--- config.mk ---
export PLATFORM = sky130hd
export DESIGN_NAME = param_data_mem
export DESIGN_NICKNAME = d
export VERILOG_FILES = /design/src/rtl/data_mem_pkg.sv /design/src/rtl/param_data_mem.sv
export SDC_FILE = /design/constraint.sdc
export NUM_CORES = 1
export LEC_CHECK = 0
export BUFFER_PORTS_ARGS = -buffer_cell sky130_fd_sc_hd__clkbuf_2
export CORE_MARGIN = 2
export CORE_UTILIZATION = 35
export DETAILED_ROUTE_END_ITERATION = 8
export GPL_TIMING_DRIVEN = 0
export SLEW_MARGIN = 20
export SYNTH_ARGS = -nofsm -noshare
export SYNTH_HDL_FRONTEND = slang
export SYNTH_SLANG_ARGS = --single-unit
--- constraint.sdc ---
create_clock -name clk -period 8 [get_ports clk]
set_clock_uncertainty 0.15 [all_clocks]
set_input_delay 1.6 -clock clk [delete_from_list [all_inputs] [get_ports clk]]
set_output_delay 1.6 -clock clk [all_outputs]
set_load 0.01 [all_outputs]
--- src/rtl/data_mem_pkg.sv ---
// Shared types and helpers for the parametrised data memory.
// Latency: n/a (types and a combinational helper only).
// Backpressure: n/a.
package data_mem_pkg;

  typedef enum logic {
    MEM_INIT = 1'b0,
    MEM_RUN  = 1'b1
  } mem_state_e;

  // Widest word the byte-merge helper handles; callers zero-extend into it.
  localparam int MERGE_MAX_W  = 256;
  localparam int MERGE_MAX_BE = MERGE_MAX_W / 8;

  // Byte-lane merge: lanes with be set take new_word, the rest keep old_word.
  // Shared by the storage write and the write-first read forward so the
  // two paths can never disagree.
  function automatic logic [MERGE_MAX_W-1:0] be_merge(
    input logic [MERGE_MAX_W-1:0]  old_word,
    input logic [MERGE_MAX_W-1:0]  new_word,
    input logic [MERGE_MAX_BE-1:0] be
  );
    logic [MERGE_MAX_W-1:0] merged;
    merged = old_word;
    for (int i = 0; i < MERGE_MAX_BE; i++) begin
      if (be[i]) begin
        merged[8*i +: 8] = new_word[8*i +: 8];
      end
    end
    return merged;
  endfunction

endpackage

--- src/rtl/param_data_mem.sv ---
// Word-addressed data memory with byte enables, write-first forwarding and a post-reset clear sweep.
// Latency: reads return exactly one cycle after the request; writes land at the request edge.
// Backpressure: none per request; mem_ready stays low for DEPTH cycles after reset while contents are cleared.
module param_data_mem
  import data_mem_pkg::*;
#(
  parameter int                DATA_W   = 16,
  parameter int                DEPTH    = 8,
  parameter int                ADDR_W   = 16,
  parameter logic [DATA_W-1:0] INIT_VAL = '0
) (
  input  logic                 clk,
  input  logic                 rst,
  input  logic                 mem_wr_en,
  input  logic [ADDR_W-1:0]    mem_wr_addr,
  input  logic [DATA_W-1:0]    mem_wr_data,
  input  logic [DATA_W/8-1:0]  mem_wr_be,
  input  logic                 mem_rd_en,
  input  logic [ADDR_W-1:0]    mem_rd_addr,
  output logic [DATA_W-1:0]    mem_rd_data,
  output logic                 mem_rd_valid,
  output logic                 mem_ready,
  output logic                 mem_addr_err
);

  localparam int BE_W  = DATA_W / 8;
  localparam int IDX_W = $clog2(DEPTH);

  // Range checks compare in ADDR_W+1 bits so DEPTH itself is always representable.
  localparam logic [ADDR_W:0]  DEPTH_X  = (ADDR_W + 1)'(DEPTH);
  localparam logic [IDX_W-1:0] LAST_IDX = IDX_W'(DEPTH - 1);

  mem_state_e        state;
  logic [IDX_W-1:0]  init_ptr;
  logic [DATA_W-1:0] mem [DEPTH];

  logic              run;
  logic              wr_in_range;
  logic              rd_in_range;
  logic              wr_ok;
  logic              fwd_hit;
  logic [IDX_W-1:0]  wr_idx;
  logic [IDX_W-1:0]  rd_idx;
  logic [DATA_W-1:0] wr_merged;
  logic [DATA_W-1:0] rd_word;

  // Request decode: range check first, index only with the low bits of an in-range address.
  always_comb begin
    run         = (state == MEM_RUN);
    wr_in_range = ({1'b0, mem_wr_addr} < DEPTH_X);
    rd_in_range = ({1'b0, mem_rd_addr} < DEPTH_X);
    wr_idx      = wr_in_range ? mem_wr_addr[IDX_W-1:0] : '0;
    rd_idx      = rd_in_range ? mem_rd_addr[IDX_W-1:0] : '0;
    wr_ok       = run && mem_wr_en && wr_in_range;
    wr_merged   = DATA_W'(be_merge(MERGE_MAX_W'(mem[wr_idx]),
                                   MERGE_MAX_W'(mem_wr_data),
                                   MERGE_MAX_BE'(mem_wr_be)));
    // Same-cycle write to the read address: return the merged word (write-first).
    fwd_hit     = wr_ok && rd_in_range && (wr_idx == rd_idx);
    rd_word     = fwd_hit ? wr_merged : mem[rd_idx];
  end

  // Control: clear-sweep sequencing, registered read port and sticky range error.
  always_ff @(posedge clk) begin
    if (rst) begin
      state        <= MEM_INIT;
      init_ptr     <= '0;
      mem_rd_data  <= '0;
      mem_rd_valid <= 1'b0;
      mem_ready    <= 1'b0;
      mem_addr_err <= 1'b0;
    end else begin
      mem_rd_valid <= 1'b0;
      if (state == MEM_INIT) begin
        init_ptr <= init_ptr + IDX_W'(1);
        if (init_ptr == LAST_IDX) begin
          state     <= MEM_RUN;
          mem_ready <= 1'b1;
        end
      end else begin
        if (mem_rd_en) begin
          mem_rd_valid <= 1'b1;
          mem_rd_data  <= rd_in_range ? rd_word : '0;
        end
        if ((mem_wr_en && !wr_in_range) || (mem_rd_en && !rd_in_range)) begin
          mem_addr_err <= 1'b1;
        end
      end
    end
  end

  // Storage: swept to INIT_VAL after reset, then byte-merged writes; untouched while rst is high.
  always_ff @(posedge clk) begin
    if (!rst) begin
      if (state == MEM_INIT) begin
        mem[init_ptr] <= INIT_VAL;
      end else if (wr_ok) begin
        mem[wr_idx] <= wr_merged;
      end
    end
  end

endmodule

==> flow_summary_export.csv <==
group,metric,value,unit
status,outcome,"complete, no violations",
drt,num_vias,6419,
yosys,synth_edf_count,128,
worst_setup_path,cp_cell_sequence,"clkbuf_2 -> nor4_4 -> nand4_1 -> clkbuf_1 -> nor3_2 -> a31o_1 -> nor2b_4",
clocking,cts_buffer_depth,2,
clocking,cts-root-buf,"clkbuf_16",
placement,place_congestion,0.913,
grt,grt.total_usage,0.225,
die,initial_core_util,0.356,
timing,grt_setup_unrepaired,"false",
timing,finalCritPeriodShare,0.559,
grt,antenna_found_initial,0,
clocking,clk_latency,0.43,ns
yosys,synthesis.nets,712,
grt,grt_pass1_wl,39100,um
grt,grt_pass1_vias,6059,
clocking,cts.sinks,151,
final_layout,area_growth_syn_to_layout,18.8,%
power_and_ir_drop,max-vdd-ir-drop,0.000150,V
timing,drv_slew,0,
final_layout,diodes,0,
timing,finalSetupViolations,0,
final_layout,layout_commonest_cell,"edfxtp_1",
worst_setup_path,crit_fanout,16,
final_layout,final_layout_size_suffix_gt1_frac,0.201,
yosys,yosys_warnings,0,
timing,tns,0,ns
clocking,clk_pin_slew,0.06,ns
timing,hold_ws,0.323,ns
power_and_ir_drop,p_leak,3.16,nW
yosys,syn_avg_cell_area,11.8,sq um
final_layout,layout_common_cells,"edfxtp_1 (128), clkbuf_2 (67), mux2i_1 (64)",
die,dieHeight,153,um
clocking,htreeDepth,4,
timing,tightestPinTransition,1.06,ns
clocking,cts_tree,"built",
hold_path,hold_class,"register to register",
final_layout,multi_input_comb_area,3240,sq um
die,ios,73,
worst_setup_path,cp_data_arrival_time,4.37,ns
final_layout,final_cells,1040,
flow_run,max_cap_viol_count,0,
final_layout,seqCellArea,4300,sq um
power_and_ir_drop,finalPower,1.93,mW
clocking,hold_buffers,0,
drt,routedWlPerCell,25.6,um
worst_setup_path,endpoint_kind,"register",
die,die_area,23400,sq um
worst_setup_path,slowest_stage,"nor3_2",
drt,first_pass_iters,5,
timing,worst_slack,3.53,ns
placement,dp_hpwl,16900,um
placement,dp.cells,1008,
clocking,cts_setup_buffers,0,
yosys,synth_cells,656,
drt,wirelength,26600,um
yosys,synth_cell_types,53,
drt,drtAntennaViolNets,0,
yosys,async_reset_ff_frac,0,
die,std_cell_rows,54,
timing,fmax,224,MHz
worst_setup_path,crit_required,7.90,ns
timing,slew_headroom,0.295,
yosys,ys.flop_type,"edfxtp_1",
worst_setup_path,startpoint_type,"input port",
final_layout,fin_nets,803,
clocking,cts_made_buffers,17,
placement,portBuffers,67,
timing,period_needed,4.47,ns
drt,viasPerCell,6.17,
yosys,ys_ff_latch,151,
worst_setup_path,crit_type,"input port to register",
drt,drtIter0Drc,829,
power_and_ir_drop,power.density,210,nW/um^2
timing,hold_viol_final,0,
clocking,cts_resized,0,
final_layout,fill_cells,2031,
yosys,synth-seq-area-share,0.555,
yosys,syn_area,7760,sq um
placement,pre_cts_ws,3.19,ns
worst_setup_path,critPathMaxStageDelay,0.83,ns
die,core,21800,sq um
grt,grt_max_degree,17,
die,die_w,153,um
drt,post-route-drc-count,0,
grt,grt_remaining_overflow,0,
[through the flow]
stage / cell area, sq um / util
final: 9220 / 0.422
after global routing: 9220 / 0.422
after CTS: 9220 / 0.422
after detailed placement: 8580 / 0.393
after global placement: 8450 / 0.387
after floorplan: 7760 / -
[logic make-up after synthesis]
group                      synth area share
muxes                                 0.119
xor gates and xnor gates            0.00452
adders and majority gates           0.00322
and+or+nand+nor                       0.127
DFF                                   0.555
AOI/OAI and AO/OA                     0.158
buffers and inverters                0.0335
[registers in the layout (all words and copies together), names as in the netlist]
| signal | cells |
|---|---|
| init_ptr | 3 |
| mem | 128 |
| mem_addr_err | 1 |
| mem_rd_data | 16 |
| mem_rd_valid | 1 |
| mem_ready | 1 |
| run | 1 |
[per-layer routing]
layer	vias to the layer above	share of wire	GRT usage
met5	-	0	0
met4	0	0.044	0.116
met3	75	0.10	0.0451
met2	453	0.44	0.334
met1	3134	0.42	0.313
li1	2757	-	-
[final timing paths]
path | start | end | slack [ns] | cells past startpoint
hold reg to reg | mem_ready | mem_ready | 0.32 | 2
setup / recovery | mem_wr_addr[7] | mem[6][4] | 3.53 | 7
hold / removal | mem_ready | mem_ready | 0.32 | 2
setup reg to reg | run | mem[5][4] | 5.22 | 5
[critical path: cells and delay by family]
kind | cells | cell delay (ns)
simple gates | 4 | 2.05
buf+inv | 2 | 0.45
compound gates | 1 | 0.26
[layout make-up]
class	count	share of cell area
sequential	151	0.467
multi-input combinational	446	0.352
clock buffer	19	0.0470
timing repair buffer	72	0.0460
tap	280	0.0380
buffer	55	0.0266
clock inverter	13	0.0221
inverter	4	0.00163
[synthesized netlist by cell type, drive strengths merged (9+ instances only)]
library cell | number | share of area
nor3b | 11 | 0.011
buf | 21 | 0.015
a22oi | 14 | 0.014
nand2 | 31 | 0.015
dfxtp | 23 | 0.059
nor2b | 17 | 0.014
nand3 | 9 | 0.0058
a221oi | 19 | 0.021
a21oi | 44 | 0.028
nand2b | 9 | 0.0073
or3 | 9 | 0.0073
mux2i | 64 | 0.083
edfxtp | 128 | 0.50
a31oi | 9 | 0.0073
nor3 | 9 | 0.0064
a211oi | 15 | 0.015
o21ai | 22 | 0.014
mux4 | 9 | 0.026
clkbuf | 34 | 0.016
o22ai | 29 | 0.023
and2 | 16 | 0.013
nor2 | 44 | 0.021
[where the power goes]
| part | internal, mW | leakage (nW) | switching (mW) |
|---|---|---|---|
| combinational | 0.0641 | 1.58 | 0.106 |
| clock | 0.552 | 0.301 | 0.325 |
| sequential | 0.869 | 1.28 | 0.0146 |
Power figures use the tool's default switching activity.
